<file path="config.mk">
export PLATFORM = sky130hd
export DESIGN_NAME = auth_request_arbiter
export DESIGN_NICKNAME = d
export VERILOG_FILES = /design/src/rtl/auth_arb_pkg.sv /design/src/rtl/auth_lock_timer.sv /design/src/rtl/auth_request_arbiter.sv
export SDC_FILE = /design/constraint.sdc
export NUM_CORES = 1
export LEC_CHECK = 0
export ABC_CLOCK_PERIOD_IN_PS = 1900
export BUFFER_PORTS_ARGS = -buffer_cell sky130_fd_sc_hd__buf_2
export CAP_MARGIN = 20
export CORE_ASPECT_RATIO = 1.1
export CORE_MARGIN = 4
export CORE_UTILIZATION = 41
export DETAILED_ROUTE_END_ITERATION = 6
export HOLD_SLACK_MARGIN = 0.1
export PLACE_DENSITY = 0.74
export SYNTH_ARGS = -nofsm -noshare
export SYNTH_HDL_FRONTEND = slang
export SYNTH_SLANG_ARGS = --single-unit
</file>
<file path="constraint.sdc">
create_clock -name clk -period 1.9 [get_ports clk]
set_input_delay 0.19 -clock clk [delete_from_list [all_inputs] [get_ports clk]]
set_output_delay 0.19 -clock clk [all_outputs]
set_load 0.005 [all_outputs]
</file>
<file path="src/rtl/auth_arb_pkg.sv">
// Shared state encoding and default sizing for the keypad authentication arbiter.
package auth_arb_pkg;

  localparam int unsigned N_REQ_DEF          = 4;
  localparam int unsigned MAX_FAILS_DEF      = 3;
  localparam int unsigned LOCK_CYCLES_DEF    = 1000;
  localparam int unsigned TIMEOUT_CYCLES_DEF = 64;
  localparam int unsigned PW_W               = 16;

  typedef enum logic [1:0] {
    IDLE,
    ISSUE,
    WAIT,
    REPORT
  } arb_state_e;

endpackage

</file>
<file path="src/rtl/auth_lock_timer.sv">
// Per-requester consecutive-failure counter and lockout timer.
module auth_lock_timer
  import auth_arb_pkg::*;
#(
  parameter int unsigned MAX_FAILS   = MAX_FAILS_DEF,
  parameter int unsigned LOCK_CYCLES = LOCK_CYCLES_DEF
) (
  input  logic clk,
  input  logic rst_n,
  input  logic report_i,
  input  logic pass_i,
  output logic locked_o
);

  localparam int unsigned CW = $clog2(MAX_FAILS + 1);
  localparam int unsigned TW = $clog2(LOCK_CYCLES + 1);

  logic [CW-1:0] cnt_q, cnt_d, cnt_inc;
  logic [TW-1:0] tmr_q, tmr_d;
  logic          lock_q, lock_d;

  assign locked_o = lock_q;

  always_comb begin
    cnt_d   = cnt_q;
    tmr_d   = tmr_q;
    lock_d  = lock_q;
    cnt_inc = (cnt_q == CW'(MAX_FAILS)) ? cnt_q : cnt_q + 1'b1;
    if (lock_q) begin
      // Timer value 1 is the last locked cycle; history is wiped on release.
      if (tmr_q == TW'(1)) begin
        lock_d = 1'b0;
        cnt_d  = '0;
        tmr_d  = '0;
      end else begin
        tmr_d = tmr_q - 1'b1;
      end
    end else if (report_i) begin
      if (pass_i) begin
        cnt_d = '0;
      end else begin
        cnt_d = cnt_inc;
        if (cnt_inc == CW'(MAX_FAILS)) begin
          lock_d = 1'b1;
          tmr_d  = TW'(LOCK_CYCLES);
        end
      end
    end
  end

  always_ff @(posedge clk) begin
    if (!rst_n) begin
      cnt_q  <= '0;
      tmr_q  <= '0;
      lock_q <= 1'b0;
    end else begin
      cnt_q  <= cnt_d;
      tmr_q  <= tmr_d;
      lock_q <= lock_d;
    end
  end

endmodule

</file>
<file path="src/rtl/auth_request_arbiter.sv">
// Round-robin arbiter sharing one password authenticator among N_REQ keypads,
// with per-keypad failure lockout and an authenticator response timeout.
module auth_request_arbiter
  import auth_arb_pkg::*;
#(
  parameter int unsigned N_REQ          = N_REQ_DEF,
  parameter int unsigned MAX_FAILS      = MAX_FAILS_DEF,
  parameter int unsigned LOCK_CYCLES    = LOCK_CYCLES_DEF,
  parameter int unsigned TIMEOUT_CYCLES = TIMEOUT_CYCLES_DEF
) (
  input  logic                  clk,
  input  logic                  rst_n,
  input  logic [N_REQ-1:0]      req,
  input  logic [PW_W*N_REQ-1:0] pw_in,
  output logic [N_REQ-1:0]      done,
  output logic [N_REQ-1:0]      pass,
  output logic [N_REQ-1:0]      locked,
  output logic                  auth_valid,
  output logic [PW_W-1:0]       auth_password,
  input  logic                  auth_ready,
  input  logic                  auth_done,
  input  logic                  auth_match
);

  localparam int unsigned IW = (N_REQ > 1) ? $clog2(N_REQ) : 1;
  localparam int unsigned TW = (TIMEOUT_CYCLES > 1) ? $clog2(TIMEOUT_CYCLES) : 1;

  arb_state_e                 state_q, state_d;
  logic [IW-1:0]              gnt_q, gnt_d, last_q, last_d, sel, cand;
  logic                       sel_vld;
  logic [PW_W-1:0]            pw_q, pw_d;
  logic [TW-1:0]              tmo_q, tmo_d;
  logic                       res_q, res_d;
  logic [N_REQ-1:0]           elig;
  logic [N_REQ-1:0][PW_W-1:0] pw_arr;

  assign pw_arr        = pw_in;
  assign elig          = req & ~locked;
  assign auth_password = pw_q;

  // Search starts one past the last served requester so everyone gets a turn.
  always_comb begin
    sel     = last_q;
    sel_vld = 1'b0;
    cand    = '0;
    for (int k = 1; k <= int'(N_REQ); k++) begin
      cand = IW'((int'(last_q) + k) % N_REQ);
      if (!sel_vld && elig[cand]) begin
        sel_vld = 1'b1;
        sel     = cand;
      end
    end
  end

  always_comb begin
    state_d    = state_q;
    gnt_d      = gnt_q;
    last_d     = last_q;
    pw_d       = pw_q;
    tmo_d      = tmo_q;
    res_d      = res_q;
    auth_valid = 1'b0;
    done       = '0;
    pass       = '0;
    case (state_q)
      IDLE: begin
        if (sel_vld) begin
          gnt_d   = sel;
          pw_d    = pw_arr[sel];
          state_d = ISSUE;
        end
      end
      ISSUE: begin
        auth_valid = 1'b1;
        if (auth_ready) begin
          tmo_d   = '0;
          state_d = WAIT;
        end
      end
      WAIT: begin
        if (auth_done) begin
          res_d   = auth_match;
          state_d = REPORT;
        end else if (tmo_q == TW'(TIMEOUT_CYCLES - 1)) begin
          res_d   = 1'b0;
          state_d = REPORT;
        end else begin
          tmo_d = tmo_q + 1'b1;
        end
      end
      REPORT: begin
        done[gnt_q] = 1'b1;
        pass[gnt_q] = res_q;
        last_d      = gnt_q;
        state_d     = IDLE;
      end
      default: state_d = IDLE;
    endcase
  end

  always_ff @(posedge clk) begin
    if (!rst_n) begin
      state_q <= IDLE;
      gnt_q   <= '0;
      last_q  <= IW'(N_REQ - 1);
      pw_q    <= '0;
      tmo_q   <= '0;
      res_q   <= 1'b0;
    end else begin
      state_q <= state_d;
      gnt_q   <= gnt_d;
      last_q  <= last_d;
      pw_q    <= pw_d;
      tmo_q   <= tmo_d;
      res_q   <= res_d;
    end
  end

  for (genvar i = 0; i < N_REQ; i++) begin : g_lock
    auth_lock_timer #(
      .MAX_FAILS  (MAX_FAILS),
      .LOCK_CYCLES(LOCK_CYCLES)
    ) u_lock (
      .clk      (clk),
      .rst_n    (rst_n),
      .report_i (done[i]),
      .pass_i   (pass[i]),
      .locked_o (locked[i])
    );
  end

endmodule

</file>
After elaboration in Yosys (flattened, before gate mapping). Index checks and enable logic that the tools add are counted.

Output and inout port bits: 29. Flip-flop bits (word level): 81. Word-level logic and storage cells: 194.

Mux-type cells: 94. Reduce and logical (&&, ||, !) cells: 30. Eq/ne operators: 29. Add/subtract/negate cells: 13. Order comparisons: 7. Bitwise gates (word level): 3.

Operators by type and width (count): $mux W10 (20); $mux W2 (28); $eq A10 B1 Y1 const B (4); $sub A10 B1 Y10 const B (4); $bmux W16 S2 (1); $mux W1 (32); $eq A2 B2 Y1 const B (10); $reduce_bool A2 Y1 (10); $lt A2 B3 Y1 const B (6); $mux W6 (3); $mux W16 (1); $ne A2 B2 Y1 const B (8); $reduce_and A3 Y1 (5); $add A2 B1 Y2 const B (6); $pmux W6 S2 (1); $reduce_and A2 Y1 (6); $and A4 B4 Y4 (2); $bmux W1 S2 (4); $mux W4 (2); $ne A2 B1 Y1 const B (4); $pmux W2 S4 (1); $add A6 B1 Y6 const B (1); $eq A6 B6 Y1 const B (1); $add A2 B2 Y2 const B (2); other kinds (9) (14).

Depth between registers and ports, before layout. Gate-level depths: netlist of the first run.

Word-level depth: 16. Gate-level depth with buffers: 8. Mapped depth without buffers: 7.

Hierarchy. A second synthesis of the first run with hierarchy kept.

Cell total of the unflattened synthesis: 534. Area, all modules: 4596.9 sq um.

Modules (own cells, without submodules): auth_lock_timer (times used 4, area an instance 696.9 sq um, cells each 85); auth_request_arbiter (times used 1, area an instance 1809.2 sq um, cells each 194).

Worst setup path after synthesis of the first run. OpenSTA, ideal clock, no wires.

Kind: reg2reg. From: register g_lock[3].u_lock.tmr_q[0]. To: register g_lock[3].u_lock.tmr_q[6]. Buffers on the path: 0. Required time: 1.772 ns. Arrival: 1.804 ns. Cell stages (with the launch flop): 7. Slack: -0.031 ns. Library setup time: 0.128 ns. Period minus slack after synthesis: 1.931 ns. Cell sequence: dfxtp_1 -> ha_1 -> or4b_2 -> o41ai_4 -> o41ai_1 -> a21oi_1 -> nor2_1.

Cells in the longest elaborated chain, start to end: 3. Elaborated cells between the ends (all ways): 4. Those cells by class: add/sub (1); eq/ne (1); mux (2).

Ends and longest elaborated chain: from (decl) (RTL line auth_lock_timer.sv:19) `logic [TW-1:0] tmr_q, tmr_d;`; from (signal assigned) (RTL line auth_lock_timer.sv:58) `tmr_q <= tmr_d;`; $sub A10 B1 Y10 or $eq A10 B1 Y1 (tied branches) (RTL line auth_lock_timer.sv:36, auth_lock_timer.sv:31); $mux W10 * (RTL line auth_lock_timer.sv:31) `if (tmr_q == TW'(1)) begin`; $mux W10 * (RTL line auth_lock_timer.sv:29) `if (lock_q) begin`.

Every way passes the cells marked *; elsewhere a longest branch is shown, timed or not. A chain may end at the register's enable or synchronous reset.

Worst setup path in the final report of the first run.
From: register tmo_q[0]. To: register tmo_q[5].

Cells in the longest elaborated chain, start to end: 4. Elaborated cells between the ends (all ways): 7. Those cells by class: add/sub (1); eq/ne (2); mux (3); reduce/logical (1).

Ends and longest elaborated chain: from (decl) (RTL line auth_request_arbiter.sv:32) `logic [TW-1:0] tmo_q, tmo_d;`; from (signal assigned) (RTL line auth_request_arbiter.sv:114) `tmo_q <= tmo_d;`; $add A6 B1 Y6 (RTL line auth_request_arbiter.sv:88) `tmo_d = tmo_q + 1'b1;`; $mux W6 (RTL line auth_request_arbiter.sv:84) `end else if (tmo_q == TW'(TIMEOUT_CYCLES - 1)) begin`; $mux W6 (RTL line auth_request_arbiter.sv:81) `if (auth_done) begin`; $pmux W6 S2 (RTL line auth_request_arbiter.sv:65) `case (state_q)`.

Several ways; a longest one is shown, not always the timed one. The select of a mux whose other input is x is not followed.

==> results.cfg, run 1 <==
[synth]
synth_nets = 629
yosysSeqAreaShare_pct = 35.56
yosysUniqueCellTypes = 68
async_flop_share_pct = 0
synth_fa_ha_area_share_pct = 3.841
synth-edff-count = 0
syn_area_sq_um = 4561
synth.avg_cell_area_sq_um = 8.414
synth_seq_cells = 81
synthMuxAreaShare_pct = 8.834
yosysTopAreaCell = dfxtp_1
synth_area_leaders = dfxtp_1, mux2i_1, a21oi_1
ys_warn_count = 0
yosys.area_share.xor_xnor_pct = 0.5761
synthSimpleGateAreaFrac_pct = 23.37
synth_cells = 542
synth-compound-area-share_pct = 21.59
synth_flop_cell = dfxtp_1
synth_top_family_by_area = simple AND/OR/NAND/NOR gates
synth_top_area_share_pct = 35.56

[min_path]
hold_depth = 3
hold_path.class = in -> reg
min_to = res_q
holdCritStartpoint = auth_match

[clock_network]
cts_made_buffers = 9
cts_tree = done
clockRootBuffer = clkbuf_16
htree_levels = 3
path_clk_slew_ns = 0.06
insertion_delay_ns = 0.34
cts.sinks = 81
clockBufferDepth = 2

[grt]
antenna_found_initial = 1
grt_usage_pct = 18.72
grt_pass1_wl_microns = 19990
gr-total-overflow = 0
grt_pass1_vias = 4463
grt_max_degree = 46

[timing]
hold_viol = 0
min_period_ns = 1.901
drv_slew = 0
finalWorstSetupSlack_ns = -0.001357
fin_tns_setup_ns = -0.001357
finalCritPeriodShare_pct = 100.1
max_slew_margin_pct = 62.73
fmax_mhz = 525.9
worstMarginPinSlew_ns = 0.5590
rsz0062_at_grt = true
setup_violations = 1
clock_skew_ns = 0.009503

[detailed_routing]
wl_per_cell_microns = 15.27
vias = 4595
ant_nets = 0
via_per_inst = 5.583
drtIter0Drc = 227
drt_first_pass_iters = 5
routed_wl_microns = 12570
drc = 0

[critical_path]
reg2reg_to = tmo_q[5]
worstSetupEndpointType = register
crit_path_start_kind = register
crit_slowest_cell = a2111oi_1
slowest_delay_ns = 0.56
required_ns = 2.14
cp_max_fo = 5
rr_worst_depth = 6
critPathKind = reg -> reg
critical_path.cell_chain = ha_4, and3_4, a31o_2, a2111oi_1, xnor2_1, nor2_1
reg2reg_slack_ns = -0.001
timing.rr.start = tmo_q[0]
arrival_ns = 2.14

[layout]
drive_gt1_share_pct = 34.17
syn2layout_area_growth_pct = 31.85
multi_input_area_sq_um = 2859
seq_area_sq_um = 1640
fin_util_pct = 55.11
instances_no_fill = 823
fin_nets = 758
insertedDiodeCount = 0
n_fill_cell = 1006

[floorplan]
die_w_microns = 108.6
dieArea_sq_um = 12880
rows = 40
start_util_pct = 41.80
die_y_microns = 118.6
coreArea_sq_um = 10910
ioPinCount = 102

[placed_design]
dpl.hpwl_microns = 8938
gp_congestion = 0.9219
place_inst = 796
io_buffers = 101

[power]
p_per_area_nw_per_um2 = 842.3
finalPower_w = 0.005065
vdd_drop_max_mv = 0.4718
power_leakage_nw = 2.478

[outcome]
outcome = finished, violations left
violations = setup timing

[job]
cap_violations = 0
-- synthesized netlist by cell type, drive strengths merged, types with 7 or more instances --
library cell   n
nand3          9
nor3          18
o221ai        16
and2           9
dfxtp         81
nor2          66
ha            14
nor4          10
inv           25
clkbuf        13
nand2b         7
a21oi         54
buf           21
o21ai         21
nand2         40
mux2i         39
-- cells in the final DEF, fill, tap and decap left out, types with 4 or more instances in the layout --
cell type / netlist / final
nand2b_1: 7 / 7
or3b_2: 4 / 4
o221ai_1: 16 / 16
buf_4: 14 / 47
and2_1: 9 / 7
clkbuf_16: 0 / 9
o211ai_1: 5 / 5
inv_1: 24 / 21
ha_4: 0 / 4
a21oi_1: 54 / 50
or3_1: 4 / 4
nand3_1: 9 / 8
nor4_1: 9 / 8
buf_2: 6 / 101
dfxtp_2: 0 / 6
o21ai_0: 20 / 18
nor3_1: 17 / 15
a21oi_2: 0 / 4
nor2b_1: 5 / 4
nand2_1: 40 / 40
ha_1: 14 / 10
nor2_1: 66 / 63
a31oi_1: 6 / 5
nand3b_1: 5 / 5
dfxtp_1: 81 / 72
a211oi_1: 6 / 5
a311oi_1: 6 / 6
mux2i_1: 38 / 38
or4b_4: 0 / 4
-- layer usage --
metal | track usage [%] | share of wire, % | up-vias | routed length, microns
met2 | 32.23 | 52 | 115 | 6505
li1 | - | - | 2244 | -
met3 | 5.298 | 4.9 | 33 | 620
met4 | 7.261 | 2.5 | 2 | 315
met5 | 0 | 0.056 | - | 7
met1 | 21.64 | 41 | 2201 | 5119
-- timing repair --
action,in CTS,in global routing
hold endpoints to repair,0,0
hold buffers,0,0
pin swaps,1,13
setup endpoints to repair,7,51
gates resized for setup,4,56
buffers inserted,1,10
-- kinds of logic after synthesis --
group	Yosys count
and+or+nand+nor	203
muxes	39
buffers and inverters	59
xor gates and xnor gates	3
adders and majority gates	14
AOI/OAI and AO/OA	143
DFF	81
-- sequential cells by signal, indices dropped and copies added (netlist names) --
register	flops
auth_password	16
g_lock.u_lock.cnt_q	8
g_lock.u_lock.locked_o	4
g_lock.u_lock.tmr_q	40
gnt_q	2
last_q	2
res_q	1
state_q	2
tmo_q	6
-- metrics by stage --
stage | setup slack (ns) | hold slack (ns) | area, sq um
finish | -0.001357 | 0.1254 | 6013
global route | -0.05431 | 0.1476 | 6013
CTS | 0.01219 | 0.1202 | 5729
detailed placement | -0.06855 | 0.4489 | 5389
global placement | 0.01682 | 0.4427 | 5389
floorplan | 0.01505 | 0.3620 | 4564
-- power by group --
| part | switching [W] | internal [W] | total (W) |
|---|---|---|---|
| registers | 0.0000944 | 0.00187 | 0.00196 |
| logic | 0.000657 | 0.000597 | 0.00125 |
| clock network | 0.000698 | 0.00115 | 0.00185 |
| total | 0.00145 | 0.00362 | 0.00507 |
-- final cells by class --
class | instances | share of cell area, %
Multi-Input combinational cell | 402 | 47.54
Clock inverter | 5 | 1.332
Timing Repair Buffer | 152 | 15.31
Clock buffer | 11 | 3.870
Inverter | 25 | 1.602
Tap cell | 147 | 3.059
Sequential cell | 81 | 27.28
-- critical path: cells and delay by family, from the launching register on --
family / cells / cell delay [ns]
AOI/OAI and AO/OA: 2 / 0.84
xor gates and xnor gates: 1 / 0.20
adders and majority gates: 1 / 0.15
DFF: 1 / 0.36
and+or+nand+nor: 2 / 0.24
-- how the worst max path moves through the flow --
stage                                           end  slack, ns                      start
after floorplan           g_lock[0].u_lock.tmr_q[5]       0.02                 state_q[0]
after global placement    g_lock[3].u_lock.tmr_q[6]       0.02  g_lock[3].u_lock.tmr_q[1]
after detailed placement  g_lock[3].u_lock.tmr_q[6]      -0.07  g_lock[3].u_lock.tmr_q[1]
after CTS                 g_lock[3].u_lock.tmr_q[2]       0.01  g_lock[3].u_lock.tmr_q[1]
after global routing      g_lock[2].u_lock.tmr_q[6]      -0.05  g_lock[2].u_lock.tmr_q[1]
final                                      tmo_q[5]     -0.001                   tmo_q[0]
No activity file was read; power rests on OpenSTA's default activity.
==> inputs of run 2 (changes only) <==
--- a/config.mk
+++ b/config.mk
@@ -6,5 +6,5 @@
 export NUM_CORES = 1
 export LEC_CHECK = 0
-export ABC_CLOCK_PERIOD_IN_PS = 1900
+export ABC_CLOCK_PERIOD_IN_PS = 1560
 export BUFFER_PORTS_ARGS = -buffer_cell sky130_fd_sc_hd__buf_2
 export CAP_MARGIN = 20
==> constraint.sdc (replaced) <==
create_clock -name clk -period 1.56 [get_ports clk]
set_input_delay 0.156 -clock clk [delete_from_list [all_inputs] [get_ports clk]]
set_output_delay 0.156 -clock clk [all_outputs]
set_load 0.1 [all_outputs]
==> results.cfg, run 2 (same netlist as run 1, synthesis figures left out) <==
[grt]
grt_pass1_vias = 5076
antenna_found_initial = 1
grt_usage_pct = 22.89
grt_pass1_wl_microns = 23800
gr-total-overflow = 0
grt_max_degree = 46

[power]
p_per_area_nw_per_um2 = 1056
power_leakage_nw = 3.169
vdd_drop_max_mv = 0.8525

[clock_network]
clockRootBuffer = clkbuf_16
cts_made_buffers = 9
cts_tree = done
clockBufferDepth = 2
path_clk_slew_ns = 0.06
cts.sinks = 81
insertion_delay_ns = 0.35
htree_levels = 3

[floorplan]
rows = 40
die_y_microns = 118.6
dieArea_sq_um = 12880
coreArea_sq_um = 10910
start_util_pct = 41.80
ioPinCount = 102
die_w_microns = 108.6

[timing]
hold_viol = 0
finalCritPeriodShare_pct = 123.2
rsz0062_at_grt = true
holdWs_ns = 0.1261
worstMarginPinSlew_ns = 0.5163
clock_skew_ns = 0.009341
finalWorstSetupSlack_ns = -0.3624
setup_violations = 70
max_slew_margin_pct = 65.58
drv_slew = 0
min_period_ns = 1.922
fmax_mhz = 520.2
fin_tns_setup_ns = -11.72

[min_path]
hold_path.class = in -> reg

[critical_path]
crit_path_start_kind = register
crit_buf_inv = 2
cp_max_fo = 3
arrival_ns = 2.13
critical_path.cell_chain = inv_2, ha_4, or4b_4, nor4_4, buf_4, nor3b_2, a22oi_1, a21oi_1
reg2reg_slack_ns = -0.36
required_ns = 1.77
critPathKind = reg -> reg
worstSetupEndpointType = register
crit_slowest_cell = or4b_4
path_delay_family = simple AND/OR/NAND/NOR gates
slowest_delay_ns = 0.50

[layout]
drive_gt1_share_pct = 57.20
multi_input_area_sq_um = 3593
syn2layout_area_growth_pct = 71.36
top_register = g_lock.u_lock.tmr_q
largest_reg_flops = 40
fin_nets = 853
layout_commonest_cell = buf_4
final_design_area_no_fill_sq_um = 7815
final_cell_mix = buf_4, buf_2, dfxtp_1, nor2_1, a21oi_1
seq_area_sq_um = 1667
insertedDiodeCount = 0
n_fill_cell = 757

[job]
cap_violations = 0

[placed_design]
gp_congestion = 0.9275
io_buffers = 101
postPlaceCellArea_sq_um = 6386
dpl.hpwl_microns = 9813

[detailed_routing]
vias = 5252
via_per_inst = 5.721
ant_nets = 0
drt_first_pass_iters = 5
wl_per_cell_microns = 18.66
routed_wl_microns = 17130
drc = 0
drtIter0Drc = 302

[outcome]
violations = setup timing
outcome = finished, violations left
[run 2: cell types whose count changed in the layout (fill, tap and decap cells not counted), moves of 13 or more]
cell     before  now
buf_4        47  103
buf_6         2   32
a21oi_1      50   36
nor2_1       63   49
buf_2       101   88
dfxtp_1      72   59
[run 2: area by class of cell]
class	count	area share, %
multi-input combinational	402	45.98
sequential	81	21.33
clock buffer	13	3.330
clock inverter	3	0.1921
timing repair buffer	247	25.46
inverter	25	1.361
tap	147	2.353
[run 2: routing by layer]
metal  track usage (%)  share of wire (%)
met3             4.642                6.3
met1             24.79                 35
met2             41.31                 54
met4             11.52                4.6
met5                 0              0.041
[run 2: per-stage QoR]
step	worst slack [ns]	cells	utilization (%)	power (W)
floorplan	-0.2186	542	-	0.004834
global placement	-0.2897	866	58.53	0.005559
detailed placement	-0.3033	866	58.53	0.005631
CTS	-0.3357	899	65.83	0.007912
global route	-0.4441	918	71.63	0.008556
finish	-0.3624	918	71.63	0.008252
[run 2: tightest hold or removal path, cell delays in order]
cell and delay, ns:
buf_2 0.08, mux2i_1 0.05, o221ai_1 0.14
[run 2: final timing paths]
| kind | depth (start not counted) | end | from |
|---|---|---|---|
| min reg2reg | 2 | auth_password[7] | auth_password[7] |
| max | 8 | g_lock[3].u_lock.tmr_q[7] | g_lock[3].u_lock.tmr_q[1] |
| max reg2reg | 8 | g_lock[3].u_lock.tmr_q[7] | g_lock[3].u_lock.tmr_q[1] |
| min | 3 | auth_password[5] | pw_in[21] |
[run 2: where the power goes]
part	switching, W	internal [W]	leakage [nW]
combinational	0.00236	0.00138	2.36
clock	0.000877	0.00116	0.139
sequential	0.000193	0.00229	0.667
total	0.00343	0.00483	3.17
[run 2: what timing repair did]
action,in CTS,in global routing
pin swaps,47,57
setup endpoints to repair,82,85
hold buffers,3,0
gates resized for setup,93,105
buffers inserted,17,17
endpoints found under the hold margin,2,0
gates cloned,0,3
==> inputs of run 3 (changes only) <==
- CORE_UTILIZATION: 41 -> 23
- PLACE_DENSITY: 0.74 -> 0.5
==> results.cfg, run 3 (same netlist as run 1, synthesis figures left out) <==
[outcome]
outcome = finished, violations left
violations = setup timing

[critical_path]
worstSetupEndpointType = register
timing.rr.start = g_lock[3].u_lock.tmr_q[1]
crit_slowest_cell = or4b_4
slowest_delay_ns = 0.49
cp-startpoint = g_lock[3].u_lock.tmr_q[1]
crit_path_start_kind = register
crit_buf_inv = 2
critPathKind = reg -> reg
path_delay_family = simple AND/OR/NAND/NOR gates
required_ns = 1.77
arrival_ns = 2.02
critical_path.cell_chain = inv_2, ha_4, or4b_4, nor4_4, buf_4, nor3b_2, a22oi_1, a21oi_1
cp_max_fo = 3

[detailed_routing]
vias = 4962
drtIter0Drc = 108
via_per_inst = 4.767
wl_per_cell_microns = 14.61
drt_first_pass_iters = 4
drc = 0
routed_wl_microns = 15210
ant_nets = 0

[timing]
fmax_mhz = 550.4
min_period_ns = 1.817
finalCritPeriodShare_pct = 116.5
holdWs_ns = 0.1116
setup_violations = 70
drv_slew = 0
finalWorstSetupSlack_ns = -0.2568
rsz0062_at_grt = true
worstMarginPinSlew_ns = 0.5606
hold_viol = 0
clock_skew_ns = 0.006492
max_slew_margin_pct = 62.63

[grt]
gr-total-overflow = 0
antenna_found_initial = 0
grt_max_degree = 46
grt_pass1_vias = 4889
grt_pass1_wl_microns = 23880
grt_usage_pct = 13.35

[floorplan]
die_y_microns = 155.7
rows = 53
start_util_pct = 23.63
die_w_microns = 142.3
coreArea_sq_um = 19300
ioPinCount = 102
dieArea_sq_um = 22150

[clock_network]
path_clk_slew_ns = 0.06
clockRootBuffer = clkbuf_16
cts_tree = done
cts.sinks = 81
clockBufferDepth = 2
insertion_delay_ns = 0.34
cts_made_buffers = 9
htree_levels = 3

[power]
power_frac_seq_pct = 27.4
clkPwrFrac_pct = 25.0
finalPower_w = 0.008918
internal_power_w = 0.005395
vdd_drop_max_mv = 1.064
p_per_area_nw_per_um2 = 1064
switchingPower_w = 0.003524
combPwrFrac_pct = 47.6
netSwitchingFraction_pct = 39.51
power_leakage_nw = 3.355

[placed_design]
io_buffers = 101
dpl.hpwl_microns = 9934
place_ws_ns = -0.3025
gp_congestion = 0.7836
postPlaceCellArea_sq_um = 6661

[layout]
drive_gt1_share_pct = 57.68
final_cell_mix = buf_4, buf_2, dfxtp_1, nor2_1, a21oi_1
largest_reg_flops = 40
fin_nets = 876
n_fill_cell = 1826
multi_input_area_sq_um = 3720
top_register = g_lock.u_lock.tmr_q
final_design_area_no_fill_sq_um = 8384
insertedDiodeCount = 0
syn2layout_area_growth_pct = 83.84
seq_area_sq_um = 1664
layout_commonest_cell = buf_4

[min_path]
holdCritStartpoint = pw_in[50]
hold_path.class = in -> reg

[job]
cap_violations = 0
run 3: cell count changes in the layout (fill, tap and decap cells not counted), sizes merged:
cell and change:
dlygate4sd3 +9, buf +21, clkinv -2, clkbuf -6, bufinv +1
run 3: layout make-up:
class,count,area share [%]
Multi-Input combinational cell,402,44.37
Timing Repair Buffer,270,27.18
Sequential cell,81,19.85
Tap cell,247,3.686
Clock buffer,14,3.268
Inverter,25,1.239
Clock inverter,2,0.4178
run 3: repair_timing:
| item | 4_1_cts | 5_1_grt |
|---|---|---|
| pin swaps | 68 | 54 |
| endpoints found under the setup margin | 83 | 85 |
| gates cloned | 6 | 0 |
| hold endpoints to repair | 8 | 0 |
| setup buffers | 28 | 11 |
| hold buffers | 12 | 0 |
| gates resized for setup | 122 | 90 |
run 3: final timing paths:
check / endpoint / slack [ns] / depth (start not counted)
worst max-delay path: g_lock[3].u_lock.tmr_q[7] / -0.26 / 8
worst min-delay path: auth_password[2] / 0.11 / 3
worst max register to register: g_lock[3].u_lock.tmr_q[7] / -0.26 / 8
worst min register to register: auth_password[5] / 0.45 / 2
run 3: metal layers:
metal	up-vias	wire length, microns	share of wire (%)	global-route usage, %
li1	2480	-	-	-
met4	0	309	2.0	4.982
met3	22	718	4.7	2.299
met1	2342	6738	44	16.35
met2	118	7443	49	23.34
met5	-	0	0	0
run 3: worst min-delay path, stage by stage:
cell and delay (ns):
buf_2 0.08, mux2i_2 0.06, o221ai_2 0.12
run 3: power groups by stage:
stage | Combinational (W) | Sequential [W] | Clock, W
floorplan | 0.00126 | 0.00357 | 0
global placement | 0.00321 | 0.00249 | 0
detailed placement | 0.00322 | 0.00250 | 0
CTS | 0.00408 | 0.00245 | 0.00231
global route | 0.00447 | 0.00247 | 0.00237
finish | 0.00424 | 0.00245 | 0.00223
run 3: through the flow:
step	TNS (ns)	std cells	utilization (%)
5_1_grt	-15.75	1041	43.45
3_5_place_dp	-9.680	977	34.52
2_1_floorplan	-4.211	542	-
3_3_place_gp	-8.923	977	34.52
6_report	-8.822	1041	43.45
4_1_cts	-8.983	1036	41.35
